==> src/rtl/load_store_unit.sv <==
// Load/store sequencer between the RV32E execute stage and the byte-banked data memory group.
// Store 2 cycles, load 4 cycles, fault 1 cycle to resp_valid; one request at a time, held until resp_ready.
module load_store_unit #(
  parameter int DATA_DEPTH = 4096,
  localparam int ADDR_W = 2 + $clog2(DATA_DEPTH)
) (
  input  logic              clk,
  input  logic              rst_n,
  input  logic              req_valid,
  output logic              req_ready,
  input  logic              req_write,
  input  logic [2:0]        req_funct3,
  input  logic [31:0]       req_addr,
  input  logic [31:0]       req_wdata,
  output logic              resp_valid,
  input  logic              resp_ready,
  output logic [31:0]       resp_rdata,
  output logic              resp_fault,
  output logic [3:0]        mem_write_mask,
  output logic [ADDR_W-1:0] mem_addr,
  output logic [31:0]       mem_write_data,
  input  logic [31:0]       mem_read_data
);

  typedef enum logic [2:0] {
    S_IDLE, S_WRITE, S_RD0, S_RD1, S_RD2, S_RESP, S_RESP_F
  } state_t;

  state_t            r_state, w_next;
  logic [2:0]        r_funct3;
  logic [3:0]        r_mem_mask;
  logic [ADDR_W-1:0] r_mem_addr;
  logic [31:0]       r_mem_wdata;
  logic              r_resp_valid, r_resp_fault;
  logic [31:0]       r_resp_rdata;

  logic [2:0]        w_size;
  logic [3:0]        w_mask;
  logic [ADDR_W:0]   w_end;
  logic              w_f3_ok, w_range_ok, w_fault;
  logic [31:0]       w_ext;

  // One extra bit on w_end so an access ending exactly at the top of memory is still legal.
  always_comb begin
    w_size = 3'd1;
    w_mask = 4'b0001;
    case (req_funct3[1:0])
      2'b01:   begin w_size = 3'd2; w_mask = 4'b0011; end
      2'b10:   begin w_size = 3'd4; w_mask = 4'b1111; end
      default: ;
    endcase
    w_f3_ok    = (req_funct3 == 3'b000) || (req_funct3 == 3'b001) || (req_funct3 == 3'b010) ||
                 (!req_write && ((req_funct3 == 3'b100) || (req_funct3 == 3'b101)));
    w_end      = {1'b0, req_addr[ADDR_W-1:0]} + {{(ADDR_W-2){1'b0}}, w_size};
    w_range_ok = (req_addr[31:ADDR_W] == '0) && (w_end <= {1'b1, {ADDR_W{1'b0}}});
    w_fault    = !(w_f3_ok && w_range_ok);
  end

  always_comb begin
    case (r_funct3)
      3'b000:  w_ext = {{24{mem_read_data[7]}}, mem_read_data[7:0]};
      3'b001:  w_ext = {{16{mem_read_data[15]}}, mem_read_data[15:0]};
      3'b100:  w_ext = {24'd0, mem_read_data[7:0]};
      3'b101:  w_ext = {16'd0, mem_read_data[15:0]};
      default: w_ext = mem_read_data;
    endcase
  end

  always_ff @(posedge clk or negedge rst_n) begin
    if (!rst_n) r_state <= S_IDLE;
    else        r_state <= w_next;
  end

  always_comb begin
    w_next = r_state;
    case (r_state)
      S_IDLE:   if (req_valid) w_next = w_fault ? S_RESP_F : (req_write ? S_WRITE : S_RD0);
      S_WRITE:  w_next = S_RESP;
      S_RD0:    w_next = S_RD1;
      S_RD1:    w_next = S_RD2;
      S_RD2:    w_next = S_RESP;
      S_RESP,
      S_RESP_F: if (resp_ready) w_next = S_IDLE;
      default:  w_next = S_IDLE;
    endcase
  end

  // mem_addr is only written on a non-faulting accept, so it stays put through RD0..RD2.
  always_ff @(posedge clk or negedge rst_n) begin
    if (!rst_n) begin
      r_funct3     <= 3'd0;
      r_mem_mask   <= 4'd0;
      r_mem_addr   <= '0;
      r_mem_wdata  <= 32'd0;
      r_resp_valid <= 1'b0;
      r_resp_fault <= 1'b0;
      r_resp_rdata <= 32'd0;
    end else begin
      case (r_state)
        S_IDLE: if (req_valid) begin
          r_funct3 <= req_funct3;
          if (w_fault) begin
            r_resp_valid <= 1'b1;
            r_resp_fault <= 1'b1;
            r_resp_rdata <= 32'd0;
          end else begin
            r_mem_addr <= req_addr[ADDR_W-1:0];
            if (req_write) begin
              r_mem_mask  <= w_mask;
              r_mem_wdata <= req_wdata;
            end
          end
        end
        S_WRITE: begin
          r_mem_mask   <= 4'd0;
          r_resp_valid <= 1'b1;
          r_resp_fault <= 1'b0;
          r_resp_rdata <= 32'd0;
        end
        S_RD2: begin
          r_resp_valid <= 1'b1;
          r_resp_fault <= 1'b0;
          r_resp_rdata <= w_ext;
        end
        S_RESP, S_RESP_F: if (resp_ready) begin
          r_resp_valid <= 1'b0;
          r_resp_fault <= 1'b0;
          r_resp_rdata <= 32'd0;
        end
        default: ;
      endcase
    end
  end

  assign req_ready      = (r_state == S_IDLE);
  assign resp_valid     = r_resp_valid;
  assign resp_fault     = r_resp_fault;
  assign resp_rdata     = r_resp_rdata;
  assign mem_write_mask = r_mem_mask;
  assign mem_addr       = r_mem_addr;
  assign mem_write_data = r_mem_wdata;

endmodule

==> config.mk <==
export PLATFORM = sky130hd
export DESIGN_NAME = load_store_unit
export DESIGN_NICKNAME = d
export VERILOG_FILES = /design/src/rtl/load_store_unit.sv
export SDC_FILE = /design/constraint.sdc
export NUM_CORES = 1
export LEC_CHECK = 0
export BUFFER_PORTS_ARGS = -buffer_cell sky130_fd_sc_hd__buf_2
export CAP_MARGIN = 0
export CORE_ASPECT_RATIO = 0.9
export CORE_MARGIN = 2
export CORE_UTILIZATION = 45
export DETAILED_ROUTE_END_ITERATION = 10
export HOLD_SLACK_MARGIN = 0.02
export PLACE_DENSITY_LB_ADDON = 0.08
export SYNTH_ARGS = -nofsm -noshare
export SYNTH_HDL_FRONTEND = slang
export SYNTH_SLANG_ARGS = --single-unit
export TNS_END_PERCENT = 1
==> constraint.sdc <==
create_clock -name clk -period 3.2 [get_ports clk]
set_input_delay 0.8 -clock clk [delete_from_list [all_inputs] [get_ports clk]]
set_output_delay 0.8 -clock clk [all_outputs]
set_load 0.02 [all_outputs]
# Yosys cells after proc, flatten, opt, wreduce, memory -nomap -nowiden
# Index checks and enable logic that the tools add are counted.
# classes
addsub	1
magnitude_cmp	1
eq_ne	20
muxes	21
n_reduce_logical	24
# op_table
op	n
$pmux 32 s4	2
$mux 32	3
$eq 3x3->1 const B	7
$logic_not 18->1	1
$pmux 4 s2	2
$reduce_and 4->1	4
$add 14x3->15	1
$le 15x15->1 const B	1
$pmux 3 s5	1
$mux 4	3
$eq 3x1->1 const B	3
$eq 3x2->1 const B	3
$logic_not 3->1	3
$mux 3	3
$ne 2x2->1 const B	3
$pmux 1 s3	2
$pmux 3 s2	1
$logic_or 1x1->1	4
$ne 2x1->1 const B	2
$reduce_and 2->1	2
$reduce_bool 4->1	1
$reduce_or 2->1	2
$logic_and 1x1->1	3
$mux 1	3
7 further kinds	7
# totals
regBits	90
input_bits	104
out_inout_bits	85
wordCells	75

# Longest topological paths before layout
# depth
word_depth	9
ltp_mapped	13
ltp_nobuf	12

# Worst setup path before layout
# No wires, ideal clock.
# synth_timing
kind	input to register
start	in req_funct3[1]
end	reg r_mem_mask[2], in the netlist mem_write_mask[2]
setup_time_ps	125
arrival_time_ps	3480
t_required_ps	3075
setup_slack_ps	-405
cell_stages	11
n_path_buf	0
path_cell_list	inv_1 -> ha_1 -> inv_1 -> ha_1 -> fa_1 -> a21o_1 -> xnor2_1 -> a41oi_2 -> or4b_1 -> a211o_1 -> mux2_4
# synth_via
elab_chain_len	8
elab_cells_between_ends	24
classes_between	1 x add/sub; 1 x order compare; 7 x eq/ne; 6 x mux; 9 x reduce/logical
# synth_rtl
element	line	text
from (decl)	12	input logic [2:0] req_funct3,
$eq 2x2->1 / $eq 2x1->1 (equally long branches)	47	case (req_funct3[1:0])
$pmux 3 s2	47	
$add 14x3->15	54	w_end = {1'b0, req_addr[ADDR_W-1:0]} + {{(ADDR_W-2){1'b0}}, w_size};
$le 15x15->1	55	w_range_ok = (req_addr[31:ADDR_W] == '0) && (w_end <= {1'b1, {ADDR_W{1'b0}}});
$logic_and 1x1->1	55	
$logic_and 1x1->1	56	w_fault = !(w_f3_ok && w_range_ok);
$ne 2x1->1 (no source line)	-	
$reduce_and 4->1 (no source line)	-	
to (signal assigned)	109	r_mem_mask <= w_mask;
to (decl)	31	logic [3:0] r_mem_mask;
# Several ways; a longest one is shown, not always the timed one. The select of a mux whose other input is x is not followed.
# A chain may end at the register's enable or synchronous reset.

# Worst setup path in the final report
# layout_timing
start	in req_funct3[1]
end	reg r_mem_wdata[23], in the netlist mem_write_data[23]
# layout_via
elab_chain_len	7
elab_cells_between_ends	18
classes_between	1 x add/sub; 1 x order compare; 6 x eq/ne; 1 x mux; 9 x reduce/logical
# layout_rtl
element	line	text
$eq 2x2->1 / $eq 2x1->1 (equally long branches)	47	
$pmux 3 s2	47	
$add 14x3->15	54	
$le 15x15->1	55	
$logic_and 1x1->1	55	
$logic_and 1x1->1 (*)	56	
$reduce_and 4->1 (no source line) (*)	-	
to (signal assigned)	110	r_mem_wdata <= req_wdata;
to (decl)	33	logic [31:0] r_mem_wdata;
# Mark *: on every way between the ends. The rest lies on a longest branch, timed or not.

==> qor.yml <==
vias: 3530
crit_end: "mem_write_data[23]"
die_x_um: 106
max_freq_mhz: 311
post_drt_via_cell_ratio: 5.21
max_stage_delay_ns: 0.37
worstPathRequired_ns: 3.43
finalHoldViolations: 0
grt_max_degree: 54
postCtsHoldBufs: 0
setup_ws_ns: -0.0190
track_usage_pct: 20.4
port_buffers: 188
power.total_w: 0.00357
syn_to_final_growth_pct: 36.3
slew_headroom_pct: 28.3
clkSlewWorstSetupHoldPaths_ns: 0.09
arrival_ns: 3.45
final_common_cell: "buf_2"
clk_path_buf_depth: 2
ant_nets: 0
violations: "setup timing"
dieArea_um2: 10100
start_util_pct: 46.0
grt_setup_unrepaired: "yes"
path_depth: 14
synthDistinctLibCells: 54
crit_family: "adder cells"
drv_slew: 0
wl_mm: 10.6
slowest_stage: "fa_2"
path_cells: "buf_8 -> inv_8 -> ha_4 -> inv_4 -> ha_4 -> fa_2 -> a21o_4 -> mux2_2 -> o2bb2ai_2 -> nand2_1 -> nor3_2 -> o2111ai_4 -> buf_12 -> mux2_2"
remaining_drc_errors: 0
diodes: 0
preCtsSetupSlack_ns: -0.533
clk_latency_ns: 0.35
clock_skew_ns: 0.00748
regToRegSetupSlack_ns: 0.94
path_class: "in -> reg"
drive_above_1_share_pct: 49.5
syn_nets: 462
yosys_warnings: 0
chipHeight_um: 95.4
syn_area_um2: 4180
powerDensity_nw_per_um2: 626
worstReg2RegStart: "r_state[1]"
rows: 33
async_flop_share_pct: 100
worstHoldPathType: "in -> async"
drtIter0Drc: 147
htreeDepth: 3
r2r_end: "resp_rdata[30]"
whs_ns: 0.402
io_pins: 189
avgSynthCellArea_um2: 11.9
drt-wirelength-per-cell_um: 15.6
antenna_found_initial: 0
synthCells: 350
worst_pin_slew_ns: 1.07
hpwl_mm: 7.71
maxCapViolCount: 0
globalplace.congestion: 0.866
grt_pass1_wl_mm: 16.3
dr.pass1.iters: 4
startpoint_type: "input port"
crit_start: "req_funct3[1]"
period_needed_ns: 3.22
synth_edf_count: 0
synthFlopType: "dfrtp_1"
fin_nets: 663
outcome: "finished with violations"
first_global_vias: 3398
yosysSeqAreaShare_pct: 53.3
finalSetupViolations: 17
worst-path-buf-inv: 4
cts-root-buf: "clkbuf_8"
synth_seq_cells: 89
cp_max_fo: 23
ir_worst_vdd_mv: 0.269
fin_crit_sh_pct: 101
crit_path_end_kind: "flip-flop"
cts_tree: "done"
cts_setup_buffers: 0
final_cell_mix: "185 x buf_2, 89 x dfrtp_1, 39 x a22o_1"
grt-ovfl-total: 0
numClockSinks: 89
rr_worst_depth: 4
core_area_um2: 9080
p_leak_nw: 3.13
numCtsBuffers: 9
## timing repair
action | CTS | global route
pin swaps | 10 | 1
resized for setup | 15 | 5
setup endpoints to repair | 80 | 80
## registers in the layout, summed over array words and instances (netlist names)
| signal | count |
|---|---|
| mem_write_data | 32 |
| r_state | 3 |
| resp_rdata | 32 |
| r_funct3 | 3 |
| resp_fault | 1 |
| mem_write_mask | 3 |
| resp_valid | 1 |
| mem_addr | 14 |
## power by group
part	total (W)	switching [W]	internal, W
registers	0.00157	0.000214	0.00136
clock network	0.000702	0.000415	0.000288
logic	0.00129	0.000760	0.000532
total	0.00357	0.00139	0.00218
## layout make-up
type                            count  area (um2)
Clock buffer                       11         131
Sequential cell                    89        2230
Fill cell                         798        3390
Timing Repair Buffer              207        1160
Clock inverter                      5        40.0
Inverter                            7        48.8
Multi-Input combinational cell    237        1930
Tap cell                          122         153
## Yosys cell counts (all sizes together) (2+ instances only)
master | number | area share [%]
a211o | 2 | 0.42
and2 | 3 | 0.45
dfrtp | 89 | 53
a21oi | 15 | 1.9
nor4 | 6 | 0.90
buf | 10 | 1.7
ha | 7 | 2.1
xnor2 | 4 | 0.84
mux2i | 3 | 0.72
a211oi | 2 | 0.36
mux2 | 35 | 9.5
a21o | 10 | 1.8
or2 | 2 | 0.30
nand3 | 7 | 0.96
nor2 | 12 | 1.1
nand2b | 18 | 2.7
o21ai | 17 | 2.0
o2111ai | 3 | 0.78
nand2 | 20 | 1.8
clkbuf | 7 | 0.63
nor3 | 9 | 1.6
nor2b | 3 | 0.45
a22o | 39 | 8.2
or4b | 2 | 0.48
inv | 7 | 0.63
## cells by family after synthesis
group / count (synthesis) / share of synthesized area [%]
simple gates: 88 / 12.1
xor+xnor: 5 / 1.05
compound gates: 98 / 17.8
buf+inv: 24 / 2.94
flops: 89 / 53.3
mux: 38 / 10.2
fa+ha+maj: 8 / 2.58
## per-layer routing
| metal | vias up | GRT usage (%) | part of all wire (%) |
|---|---|---|---|
| met4 | 0 | 5.26 | 0.60 |
| met1 | 1716 | 27.7 | 44 |
| met2 | 122 | 33.3 | 49 |
| met3 | 6 | 4.85 | 6.9 |
| li1 | 1686 | - | - |
| met5 | - | 0 | 0 |
## worst min-delay path by stage
stage / start / slack (ns) / endpoint / depth (start not counted)
2_1_floorplan: r_funct3[2] / 0.46 / r_funct3[2] / 2
3_3_place_gp: resp_rdata[13] / 0.45 / resp_rdata[13] / 1
3_5_place_dp: resp_rdata[8] / 0.46 / resp_rdata[8] / 1
4_1_cts: rst_n / 0.41 / mem_write_data[9] / 1
5_1_grt: rst_n / 0.43 / mem_write_data[9] / 1
6_report: rst_n / 0.40 / mem_write_data[9] / 1
## per-stage QoR
stage	instances	util [%]	TNS, ns	cell area [um2]
2_1_floorplan	350	-	-11.63	4230
3_3_place_gp	662	59.8	-35.79	5430
3_5_place_dp	662	59.8	-39.90	5430
4_1_cts	678	62.4	-0.00585	5670
5_1_grt	678	62.7	-2.60	5690
6_report	678	62.7	-0.126	5690
Note: power is estimated with default switching activity, not from simulation.
